==> config.mk <==
export PLATFORM = sky130hd
export DESIGN_NAME = dpr_access_arbiter
export DESIGN_NICKNAME = d
export VERILOG_FILES = /design/src/rtl/dpr_access_arbiter.sv
export SDC_FILE = /design/constraint.sdc
export NUM_CORES = 1
export LEC_CHECK = 0
export ABC_AREA = 1
export BUFFER_PORTS_ARGS = -buffer_cell sky130_fd_sc_hd__buf_2
export CORE_MARGIN = 5
export CORE_UTILIZATION = 47
export CTS_BUF_LIST = sky130_fd_sc_hd__clkbuf_4 sky130_fd_sc_hd__clkbuf_8
export CTS_CLUSTER_SIZE = 40
export DETAILED_ROUTE_END_ITERATION = 8
export GPL_TIMING_DRIVEN = 0
export PLACE_DENSITY = 0.95
export SETUP_SLACK_MARGIN = 0.4
export SYNTH_ARGS = -nofsm -noshare
export SYNTH_HDL_FRONTEND = slang
export SYNTH_SLANG_ARGS = --single-unit
==> constraint.sdc <==
create_clock -name CLK -period 3.1 [get_ports CLK]
set_input_delay 0 -clock CLK [delete_from_list [all_inputs] [get_ports CLK]]
set_output_delay 0 -clock CLK [all_outputs]
set_load 0.005 [all_outputs]
==> src/rtl/dpr_access_arbiter.sv <==
// dpr_access_arbiter
//   Shares one 16x8 dual-port RAM between two write clients and two read
//   clients. Each RAM port has its own two-way round-robin arbiter. The
//   granted command is registered onto the RAM pins. Read data comes back
//   two cycles after the grant, with a one-hot per-client valid strobe.
//
// Parameters
//   DW  data width (must match the RAM)
//   AW  address width, RAM depth = 2**AW
//
// Ports
//   CLK, RSTN              clock (rising edge), async active-low reset
//   WREQx/WADDRx/WDATAx    write client x request, address, data
//   WGNTx                  write grant (combinational)
//   RREQx/RADDRx           read client x request, address
//   RGNTx                  read grant (combinational)
//   RVALIDx                read data valid for client x (registered)
//   RDATA                  shared read data, qualified by RVALIDx
//   WEN/PEN0/A0/DI         RAM write port (registered)
//   PEN1/A1                RAM read port (registered)
//   DO1                    RAM read data, valid the cycle after PEN1/A1
//
// Optional feature (macro WR_RD_BYPASS_EN)
//   When defined, a write and a read to the same address on the RAM pins in
//   the same cycle return the write data on RDATA in the next cycle. When
//   undefined, RDATA is always DO1, so the read returns the old contents.

// Two-client round-robin arbiter with a sticky "last granted" pointer.
module dpr_rr_arb2 (
  input  logic       clk,
  input  logic       rst_n,
  input  logic [1:0] req,
  output logic [1:0] gnt
);
  logic last;  // index of the client granted most recently

  always_comb begin
    gnt = 2'b00;
    if (rst_n) begin
      unique case (req)
        2'b01:   gnt = 2'b01;
        2'b10:   gnt = 2'b10;
        2'b11:   gnt = last ? 2'b01 : 2'b10;
        default: gnt = 2'b00;
      endcase
    end
  end

  // gnt is a subset of req, so any grant is an accepted transfer.
  always_ff @(posedge clk or negedge rst_n) begin
    if (!rst_n)    last <= 1'b1;
    else if (|gnt) last <= gnt[1];
  end
endmodule

module dpr_access_arbiter #(
  parameter int DW = 8,
  parameter int AW = 4
) (
  input  logic          CLK,
  input  logic          RSTN,
  input  logic          WREQ0,
  input  logic [AW-1:0] WADDR0,
  input  logic [DW-1:0] WDATA0,
  input  logic          WREQ1,
  input  logic [AW-1:0] WADDR1,
  input  logic [DW-1:0] WDATA1,
  output logic          WGNT0,
  output logic          WGNT1,
  input  logic          RREQ0,
  input  logic [AW-1:0] RADDR0,
  input  logic          RREQ1,
  input  logic [AW-1:0] RADDR1,
  output logic          RGNT0,
  output logic          RGNT1,
  output logic          RVALID0,
  output logic          RVALID1,
  output logic [DW-1:0] RDATA,
  output logic          WEN,
  output logic          PEN0,
  output logic [AW-1:0] A0,
  output logic [DW-1:0] DI,
  output logic          PEN1,
  output logic [AW-1:0] A1,
  input  logic [DW-1:0] DO1
);
  localparam int NPORT  = 2;  // 0 = write port, 1 = read port
  localparam int STAGES = 1;  // read pipe: [0] command on RAM, [1] data back

  typedef struct packed {
    logic [AW-1:0] addr;
    logic [DW-1:0] data;
  } wr_cmd_t;

  // ---------------------------------------------------------------- arbiters
  logic [NPORT-1:0][1:0] req;
  logic [NPORT-1:0][1:0] gnt;

  assign req[0] = {WREQ1, WREQ0};
  assign req[1] = {RREQ1, RREQ0};

  for (genvar p = 0; p < NPORT; p++) begin : g_arb
    dpr_rr_arb2 u_arb (
      .clk   (CLK),
      .rst_n (RSTN),
      .req   (req[p]),
      .gnt   (gnt[p])
    );
  end

  assign WGNT0 = gnt[0][0];
  assign WGNT1 = gnt[0][1];
  assign RGNT0 = gnt[1][0];
  assign RGNT1 = gnt[1][1];

  // ------------------------------------------------------------- write port
  wr_cmd_t wsel;
  always_comb begin
    wsel = '{addr: WADDR0, data: WDATA0};
    if (gnt[0][1]) wsel = '{addr: WADDR1, data: WDATA1};
  end

  logic    wen_q;
  wr_cmd_t wcmd_q;

  // Address/data hold their last value on idle cycles.
  always_ff @(posedge CLK or negedge RSTN) begin
    if (!RSTN) begin
      wen_q  <= 1'b0;
      wcmd_q <= '0;
    end else begin
      wen_q <= |gnt[0];
      if (|gnt[0]) wcmd_q <= wsel;
    end
  end

  assign WEN  = wen_q;
  assign PEN0 = wen_q;
  assign A0   = wcmd_q.addr;
  assign DI   = wcmd_q.data;

  // -------------------------------------------------------------- read port
  // vld_pipe carries the one-hot client tag with the command, so the valid
  // strobes can never both be set. Reset empties it, dropping in-flight reads.
  logic [STAGES:0][1:0] vld_pipe;
  logic                 pen1_q;
  logic [AW-1:0]        a1_q;

  always_ff @(posedge CLK or negedge RSTN) begin
    if (!RSTN) begin
      vld_pipe <= '0;
      pen1_q   <= 1'b0;
      a1_q     <= '0;
    end else begin
      vld_pipe <= {vld_pipe[STAGES-1:0], gnt[1]};
      pen1_q   <= |gnt[1];
      if (|gnt[1]) a1_q <= gnt[1][1] ? RADDR1 : RADDR0;
    end
  end

  assign PEN1    = pen1_q;
  assign A1      = a1_q;
  assign RVALID0 = vld_pipe[STAGES][0];
  assign RVALID1 = vld_pipe[STAGES][1];

`ifdef WR_RD_BYPASS_EN
  // The RAM returns old data when a read and a write to the same address hit
  // the pins together. Capture the write data so the reader sees the new
  // value in the following cycle.
  logic          byp_hit;
  logic [DW-1:0] byp_data;

  always_ff @(posedge CLK or negedge RSTN) begin
    if (!RSTN) begin
      byp_hit  <= 1'b0;
      byp_data <= '0;
    end else begin
      byp_hit  <= wen_q & pen1_q & (wcmd_q.addr == a1_q);
      byp_data <= wcmd_q.data;
    end
  end

  assign RDATA = byp_hit ? byp_data : DO1;
`else
  assign RDATA = DO1;
`endif

endmodule

**Yosys cells after proc, flatten, opt, wreduce, memory -nomap -nowiden**

Cells that the tools add are included.

- Divide/modulo/power cells: 0
- Multiplexer cells: 8
- Equality and inequality tests: 6
- Shift operators: 0
- Bitwise logic cells: 0
- Multiply operators: 0
- Reductions and logical operators: 2
- Magnitude comparators: 0
- Add/sub/neg operators: 0

Operators with widths:

| kind | count |
|---|---|
| $mux W12 | 1 |
| $pmux W2 S3 | 2 |
| $eq A2 B2 Y1 const B | 4 |
| $mux W2 | 4 |
| $eq A2 B1 Y1 const B | 2 |
| $mux W4 | 1 |
| $reduce_or A2 Y1 | 2 |

- Bits in registers: 24
- Input port bits: 46
- Memories kept: 0
- Word-level logic and storage cells: 25
- RAM bits: 0
- ROM bits: 0
- Latch bits: 0

**Depth between registers and ports, before layout**

- Word-level depth: 4
- Mapped depth: 7
- Depth with buffers taken out: 6

**Hierarchy**

Synthesis repeated with hierarchy kept, for this count alone.

- Cell total of the unflattened synthesis: 127
- Area, all modules: 1082.3 µm²

By module, submodules not included:

| module | cells each | sequential area each (µm²) | area an instance (µm²) | times used |
|---|---|---|---|---|
| dpr_access_arbiter | 105 | 550.5 | 952.2 | 1 |
| dpr_rr_arb2 | 11 | 26.3 | 65.1 | 2 |

**Worst setup path before layout**

No wires, ideal clock.

- Kind: reg-to-reg
- Start point: register g_arb[0].u_arb.last
- End point: register wcmd_q (netlist bit A0[0])
- Buffers on the path: 1
- Arrival: 0.974 ns
- Cell stages (with the launch flop): 7
- Clock period less this slack: 1.092 ns
- Setup time: 0.117 ns
- Path slack: 2.008 ns
- Cell sequence: dfstp_2 nand2_1 nand2_4 buf_6 nand2_1 nand3_1 nand2_1

- Word-level cells in the longest chain between the ends: 4
- Elaborated cells on any way between the ends: 5
- Classes of those cells: 4 x mux; 1 x reduce/logical

Ends and longest elaborated chain:

| item | RTL line | RTL |
|---|---|---|
| from (decl) | 35 | `logic last;` |
| from (signal assigned) | 52 | `else if (\|gnt) last <= gnt[1];` |
| $mux W2 * | 43 | `2'b11: gnt = last ? 2'b01 : 2'b10;` |
| $pmux W2 S3 * | 40 | `unique case (req)` |
| $mux W2 * | 39 | `if (rst_n) begin` |
| $mux W12 / $reduce_or A2 Y1 (equally long branches) | 120, 133 |  |
| to (signal assigned) | 133 | `if (\|gnt[0]) wcmd_q <= wsel;` |
| to (decl) | 124 | `wr_cmd_t wcmd_q;` |

Mark *: on every way between the ends. The rest lies on a longest branch, timed or not.
A chain may end at the register's enable or synchronous reset.

**Worst setup path in the final report**

- Start point: input port RSTN
- End point: register vld_pipe[0] in the netlist's numbering

- Word-level cells in the longest chain between the ends: 1

Ends and longest elaborated chain:

| item | RTL line | RTL |
|---|---|---|
| from (decl) | 61 | `input logic RSTN,` |
| $mux W2 | 39 |  |
| to (signal assigned) | 155 | `vld_pipe <= {vld_pipe[STAGES-1:0], gnt[1]};` |
| to (decl) | 145 | `logic [STAGES:0][1:0] vld_pipe;` |

Every way passes these cells.

==> impl_results.md <==
- Final hold vios: 0
- Tot GR Track Use: 18.6%
- Crit path capture type: register
- CTS tree: done
- Clock transition at path regs: between 100 and 150 ps
- Post-layout nets: 310
- Cell variety after synth: 15
- RSZ-0062 raised after global routing: false
- DR DRC count: 0
- Storage cell area: between 600 and 700 sq um
- Register area share after synthesis: between 40% and 50%
- Final clock skew: 3.18 ps
- Worst Setup EP: vld_pipe[0]$_DFF_PN0_
- Clk sink count: 24
- Synthesized area per cell: roughly 7.4 sq um
- Switching share of total power: a little over a quarter
- PD cells: ~420 nW/um^2
- Max stage delay cell, worst path: dlygate4sd3_1
- Initial Util: between 40% and 50%
- Worst path buffer plus inverter count: 4
- Setup-failing EPs final: 0
- Mapped Nets: roughly 220
- Synth area leaders: dfrtp_1 43%, nand2_1 15%, nand3_1 12%, inv_1 12%, buf_4 6.4%
- Post-synthesis adder-cell area fraction: 0%
- Post-synth EDFFs: 0
- DRT iter0 DRCs: 44
- Fraction of layout cells with a size suffix above 1: between 30% and 40%
- DR WL/cell: 12.4 um
- Arrival @ worst endpoint: roughly 2000 ps
- CP Launch Point: RSTN
- Final GP Congestion: between 0.8 and 0.9
- Crit-path cells: dlygate4sd3_1, buf_2, inv_1, a211oi_1, dlygate4sd3_1
- Max FO, Critical Path: 29
- Critical Path RT: roughly 3400 ps
- Worst slew margin: about three fifths
- Largest delay share family, worst path: buffers and inverters
- Internal power: just under 600 uW
- Antenna violations before repair: 0
- Crit. path cell count: 5
- Most used cell, CP: dlygate4sd3_1
- Fillers: 241
- Vias per cell: 4.66
- Post-Synth XOR/XNOR Area: 0%
- Worst R2R Path Depth: 3
- #FFs+latches synth: 24
- WHS: 3.00 ps
- Post-synthesis mux area share: 0%
- Hold path depth: 5
- CTS Buffer Depth: 2
- Crit path time final: 1740 ps
- Worst vdd ir: roughly 320 uV
- Status: finished clean
- Tcrit/Tclk final: roughly 56%
- Combinational family with the most area after synthesis: simple AND/OR/NAND/NOR gates
- Max-cap violation count: 0
- Final Max Slew Viols: 0
- Commonest cells post-synth: 53 x nand2_1, 41 x inv_1, 32 x nand3_1
- NetSw: between 200 and 250 uW
- Fin Setup TNS: 0 ps
- Worst r2r dst: vld_pipe[0]$_DFF_PN0_
- Worst-Margin Slew: a little over 600 ps
- GRT overflow: 0
- R2R Path Start: g_arb[1].u_arb.last$_DFFE_PN1P_
- Layout Area Growth over Synthesis: 46.8%
- PortBufs: 70
- Synth Area in Compound Gates: 2.43%
- Leakage: between 1 and 1.5 nW
- Post-synth ARST share: 100%
- Final ANT Viol Nets: 0
- Mapped Cells: between 150 and 200
- Max Clk Rate: about 0.57 GHz
- H-tree Lvls: 1
- First-pass DRT Iterations: 4
- Clock root buffer: clkbuf_4
- Ys Warns: 0
- Synth Area in Simple Gates: between 20 and 30%
- Worst Path Class, Setup: input port to register
- Core Area: about 2700 sq um
- Most frequent cell after synthesis: nand2_1
- # rows: 19
- Vias in the first global route: approximately 1300
- CTS Buf Count: 3
- Synth Flop Type: dfrtp_1
- Final WL: 3.65 mm
- Die width: approximately 62 um
- Yosys top cell area share: 42.8%
- IO Pins: between 70 and 80
- Register share of total power: a little under half
- Area of the multi-input gates: 414 sq um
- Cell taking the most area after synthesis: dfrtp_1
- Comb power frac: roughly a quarter
- Worst R2R Setup Slack: 1630 ps
- Crit path launch type: input port
- Die height: between 60 and 70 um
- Ant. Diodes: 0
- Dpl hpwl: ~2.5 mm
- Die area: just under 4000 sq um
- Max stage delay on crit path: 590 ps
- Clock Power Share: between 20% and 30%
- HP Class: input port to register
- Global-route wire length before repair: approximately 6.1 mm
- Routed vias: 1369
- Largest net degree at the start of global routing: 30
- Clk_lat worst skew: between 300 and 400 ps
- Mapped Area: roughly 1300 sq um
==> worst min path at each step <==
stage / start / end / slack [ps]
CTS: RADDR0[0] / A1[0]$_DFFE_PN0P_ / 6
detailed placement: RSTN / A1[3]$_DFFE_PN0P_ / 50
floorplan: RSTN / A0[0]$_DFFE_PN0P_ / -300
finish: WDATA0[1] / DI[1]$_DFFE_PN0P_ / 3
global route: WDATA0[1] / DI[1]$_DFFE_PN0P_ / 10
global placement: RSTN / A1[3]$_DFFE_PN0P_ / 30
==> cell families after synthesis <==
kind of cell / after synthesis
and+or+nand+nor: 88
buffers and inverters: 56
DFF: 24
AOI/OAI and AO/OA: 5
==> final cells by class <==
| class | count | share of cell area (%) |
|---|---|---|
| timing repair buffer | 86 | 27.1 |
| clock buffer | 3 | 1.19 |
| sequential | 24 | 32.0 |
| multi-input combinational | 93 | 21.9 |
| inverter | 42 | 8.36 |
| clock inverter | 1 | 1.59 |
| buffer | 14 | 5.84 |
| tap | 31 | 2.06 |
==> what timing repair did <==
action / 4_1_cts / 5_1_grt
setup buffers: 0 / 0
gates resized for setup: 0 / 0
hold endpoints to repair: 36 / 0
hold buffers: 16 / 0
==> registers in the layout, indices dropped and copies added, names as in the netlist <==
signal / count
A0: 4
A1: 4
DI: 8
PEN0: 1
PEN1: 1
RVALID0: 1
RVALID1: 1
g_arb.u_arb.last: 2
vld_pipe: 2
==> cells in the final DEF (no fill, tap or decap) <==
master | Yosys | layout
nand2_1 | 53 | 53
dlygate4sd3_1 | 0 | 16
inv_1 | 41 | 41
o21ai_2 | 1 | 1
dfstp_2 | 2 | 2
nand2_2 | 2 | 2
a21oi_1 | 1 | 1
inv_2 | 1 | 1
nand3_1 | 32 | 32
buf_6 | 2 | 2
a211oi_1 | 1 | 1
o21ai_0 | 2 | 2
clkbuf_4 | 0 | 3
buf_2 | 1 | 71
bufinv_16 | 0 | 1
dfrtp_1 | 22 | 22
nand2_4 | 1 | 1
buf_4 | 11 | 11
==> tightest hold or removal path: cells and delay by family <==
| family | cells | cell delay [ps] |
|---|---|---|
| buffers and inverters | 2 | 100 |
| and+or+nand+nor | 3 | 190 |
==> power groups by stage <==
stage / registers [mW] / logic, mW / clock network (mW)
3_5_place_dp: 0.379 / 0.187 / 0
2_1_floorplan: 0.381 / 0.0894 / 0
6_report: 0.373 / 0.204 / 0.225
4_1_cts: 0.373 / 0.203 / 0.226
5_1_grt: 0.378 / 0.229 / 0.237
3_3_place_gp: 0.378 / 0.179 / 0
==> metrics by stage <==
stage / cell area, sq um / instances / util (%) / setup slack, ps / total power [mW]
floorplan: 1280 / 173 / - / 2010 / 0.471
global placement: 1670 / 274 / 62.3 / 1820 / 0.557
detailed placement: 1670 / 274 / 62.3 / 1760 / 0.566
CTS: 1890 / 294 / 70.2 / 1330 / 0.802
global route: 1890 / 294 / 70.2 / 1150 / 0.844
finish: 1890 / 294 / 70.2 / 1360 / 0.801
==> metal layers <==
layer	up-vias	track usage (%)	wire length, um
met5	-	0	0
li1	684	-	-
met3	8	3.42	228
met1	622	19.6	1310
met2	55	35.8	2030
met4	0	7.16	80
Note: power is estimated with default switching activity, not from simulation.
